[src/rtl/calc_key_input.sv]
// rtl/calc_key_input.sv - key front-end: synchronise, debounce and classify calculator key presses
//
// Ports:
//   clk       system clock, rising edge
//   rst_n     asynchronous active-low reset
//   key_btn   raw bouncing "enter key" push-button
//   key_code  raw 4-bit key-code switches, held by the user while the button is down
//   rec_num   one-cycle pulse: accepted key was a digit (0-9)
//   rec_op    one-cycle pulse: accepted key was an operator or equals (10-14)
//   clr_req   one-cycle pulse: accepted key was clear (15)
//   digit     last accepted digit, valid with rec_num and held afterwards
//   op_code   last accepted operator (0 add, 1 sub, 2 mul, 3 div, 4 equals)
//   busy      high from press detection until the release has been debounced
module calc_key_input #(
    parameter int DEBOUNCE_CYCLES = 4,
    parameter int CNT_W           = 20
) (
    input  logic       clk,
    input  logic       rst_n,
    input  logic       key_btn,
    input  logic [3:0] key_code,
    output logic       rec_num,
    output logic       rec_op,
    output logic       clr_req,
    output logic [3:0] digit,
    output logic [2:0] op_code,
    output logic       busy
);

    typedef enum logic [2:0] {
        IDLE,
        DB_PRESS,
        FIRE,
        WAIT_REL,
        DB_REL
    } state_t;

    localparam logic [CNT_W-1:0] CNT_LAST = CNT_W'(DEBOUNCE_CYCLES - 1);
    localparam logic [CNT_W-1:0] CNT_ONE  = CNT_W'(1);

    // Two-flop synchronisers for the asynchronous button and code switches.
    logic       btn_m;
    logic       btn_s;
    logic [3:0] code_m;
    logic [3:0] code_s;

    state_t           state;
    logic [CNT_W-1:0] cnt;
    logic [3:0]       code_cap;

    always_ff @(posedge clk or negedge rst_n) begin
        if (!rst_n) begin
            btn_m    <= 1'b0;
            btn_s    <= 1'b0;
            code_m   <= 4'd0;
            code_s   <= 4'd0;
            state    <= IDLE;
            cnt      <= '0;
            code_cap <= 4'd0;
            rec_num  <= 1'b0;
            rec_op   <= 1'b0;
            clr_req  <= 1'b0;
            digit    <= 4'd0;
            op_code  <= 3'd0;
            busy     <= 1'b0;
        end else begin
            btn_m  <= key_btn;
            btn_s  <= btn_m;
            code_m <= key_code;
            code_s <= code_m;

            // Pulses default low; only the FIRE state raises one of them.
            rec_num <= 1'b0;
            rec_op  <= 1'b0;
            clr_req <= 1'b0;

            case (state)
                IDLE: begin
                    if (btn_s) begin
                        state <= DB_PRESS;
                        cnt   <= CNT_ONE;
                        busy  <= 1'b1;
                    end
                end

                DB_PRESS: begin
                    if (!btn_s) begin
                        // Bounce: abandon the press without a pulse.
                        state <= IDLE;
                        cnt   <= '0;
                        busy  <= 1'b0;
                    end else if (cnt >= CNT_LAST) begin
                        state    <= FIRE;
                        cnt      <= '0;
                        code_cap <= code_s;
                    end else begin
                        cnt <= cnt + CNT_ONE;
                    end
                end

                FIRE: begin
                    state <= WAIT_REL;
                    if (code_cap <= 4'd9) begin
                        rec_num <= 1'b1;
                        digit   <= code_cap;
                    end else if (code_cap != 4'd15) begin
                        rec_op  <= 1'b1;
                        op_code <= 3'(code_cap - 4'd10);
                    end else begin
                        // Clear leaves the held digit/operator untouched.
                        clr_req <= 1'b1;
                    end
                end

                WAIT_REL: begin
                    // Holding the key does nothing: no auto-repeat.
                    if (!btn_s) begin
                        state <= DB_REL;
                        cnt   <= CNT_ONE;
                    end
                end

                DB_REL: begin
                    if (btn_s) begin
                        // Release bounce: go back to waiting, never re-fire.
                        state <= WAIT_REL;
                        cnt   <= '0;
                    end else if (cnt >= CNT_LAST) begin
                        state <= IDLE;
                        cnt   <= '0;
                        busy  <= 1'b0;
                    end else begin
                        cnt <= cnt + CNT_ONE;
                    end
                end

                default: begin
                    state <= IDLE;
                    cnt   <= '0;
                    busy  <= 1'b0;
                end
            endcase
        end
    end

endmodule

[config.mk]
export PLATFORM = sky130hd
export DESIGN_NAME = calc_key_input
export DESIGN_NICKNAME = d
export VERILOG_FILES = /design/src/rtl/calc_key_input.sv
export SDC_FILE = /design/constraint.sdc
export NUM_CORES = 1
export LEC_CHECK = 0
export BUFFER_PORTS_ARGS = -buffer_cell sky130_fd_sc_hd__buf_2
export CAP_MARGIN = 20
export CORE_MARGIN = 5
export CORE_UTILIZATION = 30
export CTS_CLUSTER_DIAMETER = 100
export DETAILED_ROUTE_END_ITERATION = 10
export GPL_TIMING_DRIVEN = 1
export PLACE_DENSITY_LB_ADDON = 0.12
export SLEW_MARGIN = 20
export SYNTH_ARGS = -nofsm -noshare
export SYNTH_HDL_FRONTEND = slang
export SYNTH_SLANG_ARGS = --single-unit
[constraint.sdc]
create_clock -name clk -period 2.6 [get_ports clk]
set_input_delay 0.13 -clock clk [delete_from_list [all_inputs] [get_ports clk]]
set_output_delay 0.13 -clock clk [all_outputs]
set_load 0.1 [all_outputs]
==> run summary <==
Worst Path Arrival - 2290 ps
GRT busiest layer - met2
Mapped Nets - 189
Synth area leaders - dfrtp_1 (57%), mux2_4 (2.8%), nor2_1 (2.7%), nand2_1 (2.1%), a21oi_1 (1.9%)
Largest family of logic cells by synthesized area - simple AND/OR/NAND/NOR gates
WP data required - 2840 ps
Met2 usage - 0.1721
Height of the die - 93.86 µm
Reg power frac - 0.404
Layout cells sized above 1 - 0.2260
Share of the clock period used by the worst path - 0.7895
Yosys top cell area share - 0.5694
N_diodes - 0
Switching fraction of total power - 0.4119
Predominant post-synthesis flop cell - dfrtp_1
Worst hold stages - 0
Max Slew Vio Count - 0
# hold bufs at CTS - 5
# IOs - 18
Fin. Hold Viols - 0
Vias in the first global route - 1537
VDD IR max - 0.0004100 V
GPL Wtd Cong - 0.8416
Sum Neg Setup Slack - 0 ps
Mux contribution to synthesized area - 0.03381
Post-DRT Antenna Nets - 0
GR Util met1 - 0.1362
Worst reg-to-reg path cell count - 4
Global-route wire length before repair - 7.431 mm
Synth Area in Adders - 0.005931
Largest net degree at the start of global routing - 49
Post-synthesis sequential area ratio - 0.5694
TritonRoute pass-1 iters - 4
FMAX - 487.2 MHz
PwrDens - 988.2 nW/µm²
Int Pwr - 1440 µW
Initial DRC Count - 46
Outcome - completed
HPWL Detailed - 3.085 mm
Area grow syn2layout - 17.44%
CTS tree - built
#FFs+latches synth - 48
Post-layout util - 0.3626
Switching power - 1008 µW
CTS Buf Count - 5
Max-cap viol count - 0
Mapped Area - 2110 µm²
CTS clk-pin slew, worst paths - 90 ps
GRT met3 Usage - 0.03045
Synth cell types - 51
Simple-gate portion of the synthesized area - 0.1839
Placeable Area - 6832 µm²
Die span in x - 93.86 µm
H-tree depth - 2
Final instance area - 2477 µm²
Drt drc - 0
Final WL - 4.347 mm
Post-synthesis xor/xnor area fraction - 0
CP max FO - 13
Starting density of the core - 0.3088
Fin crit period - 2053 ps
Die Footprint - 8809 µm²
Total track usage - 0.1072
Setup slack after layout - 547.3 ps
Clk_lat worst skew - 300 ps
Slew @ Worst Pin - 740.6 ps
Post-synth EDFFs - 0
Critical Path End Type - flip-flop
Dpl cell area - 2293 µm²
Post_cts resized - 0
Row count - 30
Power share of the clock group - 0.230
Buffers on Ports - 17
FFs w/ async S/R, synth - 1.000
Layout net count - 215
CP startpoint kind - flip-flop
Clk_skew - 11.32 ps
GRT overflow - 0
Slew HR - 0.5047
RSZ-0062 raised after global routing - no
Cells after synthesis - 181
Synth Area in Compound Gates - 0.1726
Warnings from Yosys - 0
CTS sink count - 48
Root buf cell - clkbuf_8
Mean post-synth cell area - 11.65 µm²
Clk buf depth - 2
Wire length per cell - 14.30 µm
Setup violators final - 0
Routed vias/inst - 4.901
LEAKAGE - 0.001080 µW
Hold crit path type - flip-flop to flip-flop
Post-CTS Setup Repair Bufs - 0
Antenna violations before repair - 0
Place WS - 568.6 ps
Via count - 1490
Crit path kind - flip-flop to flip-flop
Combinational share of power - 0.366
Cell taking the most area after synthesis - dfrtp_1
## kinds of logic (layout without fill, tap and decap cells)
family	Yosys count	after routing
DFF	48	48
AOI/OAI and AO/OA	45	45
adders and majority gates	1	1
muxes	5	5
and+or+nand+nor	68	68
buffers and inverters	14	41
## per-stage QoR
step                      std cells  power, µW  hold WS (ps)
after global placement          290       1866         237.8
final                           304       2448         357.5
after global routing            304       2573         362.7
after detailed placement        290       1898         239.3
after floorplan                 181       1695        -165.6
after CTS                       303       2474         55.79
## registers in the layout, summed over array words and instances, names as in the netlist
register,flops
code_s,4
code_cap,4
digit,4
btn_m,1
code_m,4
rec_op,1
rec_num,1
state,3
cnt,20
op_code,3
clr_req,1
busy,1
btn_s,1
## worst paths after layout
kind	startpoint	end	slack, ps
setup reg to reg	btn_s	cnt[9]	550
max in group asynchronous	rst_n	cnt[4]	1810
hold reg to reg	code_m[3]	code_s[3]	360
setup / recovery	btn_s	cnt[9]	550
min in group asynchronous	rst_n	cnt[13]	380
hold / removal	code_m[3]	code_s[3]	360
## Yosys cell counts (2+ instances only)
master	number
o21ai_0	7
buf_4	3
dfrtp_1	48
nor4_1	2
a21oi_1	8
or3_1	4
a32o_1	2
nand3_1	4
mux2_4	4
o211ai_1	2
a31oi_1	3
nor4_2	2
and2_1	5
nor2_1	15
o22ai_1	2
nand2b_1	2
nand4_1	4
nor3_1	3
o21ba_2	2
and3_1	3
and4_1	2
nor2b_1	2
or4_1	2
a41oi_1	2
a21oi_2	4
inv_1	8
nand2_1	12
## layer usage
metal	part of all wire	up-vias	wire, µm
met4	0.014	0	60
met5	0	-	0
met3	0.051	7	221
met1	0.46	732	1984
met2	0.48	38	2081
li1	-	713	-
## layout by cell type, fill, tap and decap left out, types with 3 or more instances in the layout
| master | Yosys | routed |
|---|---|---|
| and2_1 | 5 | 5 |
| a21oi_2 | 4 | 4 |
| mux2_4 | 4 | 4 |
| inv_1 | 8 | 8 |
| nor3_1 | 3 | 3 |
| nand3_1 | 4 | 4 |
| buf_4 | 3 | 3 |
| and3_1 | 3 | 3 |
| nand2_1 | 12 | 12 |
| buf_2 | 1 | 16 |
| o21ai_0 | 7 | 7 |
| dlygate4sd3_1 | 0 | 6 |
| nor2_1 | 15 | 15 |
| nand4_1 | 4 | 4 |
| clkbuf_8 | 0 | 6 |
| a21oi_1 | 8 | 8 |
| or3_1 | 4 | 4 |
| dfrtp_1 | 48 | 48 |
## area by class of cell
| type | count | area (µm²) |
|---|---|---|
| Clock inverter | 2 | 38.79 |
| Inverter | 8 | 30.03 |
| Tap cell | 96 | 120.1 |
| Sequential cell | 48 | 1201 |
| Clock buffer | 6 | 82.58 |
| Multi-Input combinational cell | 119 | 842.1 |
| Timing Repair Buffer | 25 | 162.7 |
| Fill cell | 697 | 4354 |
## critical path, cell delays in order, from the launching register on
cell and delay, ps:
dfrtp_1 540, and2b_1 280, nor3_1 520, a31oi_2 290
o21ba_2 350
## power groups by stage
stage,logic [µW],clock network (µW),registers (µW)
6_report,896,563,989
5_1_grt,961,602,1010
4_1_cts,901,582,990
3_5_place_dp,893,0,1010
3_3_place_gp,869,0,997
2_1_floorplan,423,0,1270
Power figures use the tool's default switching activity.
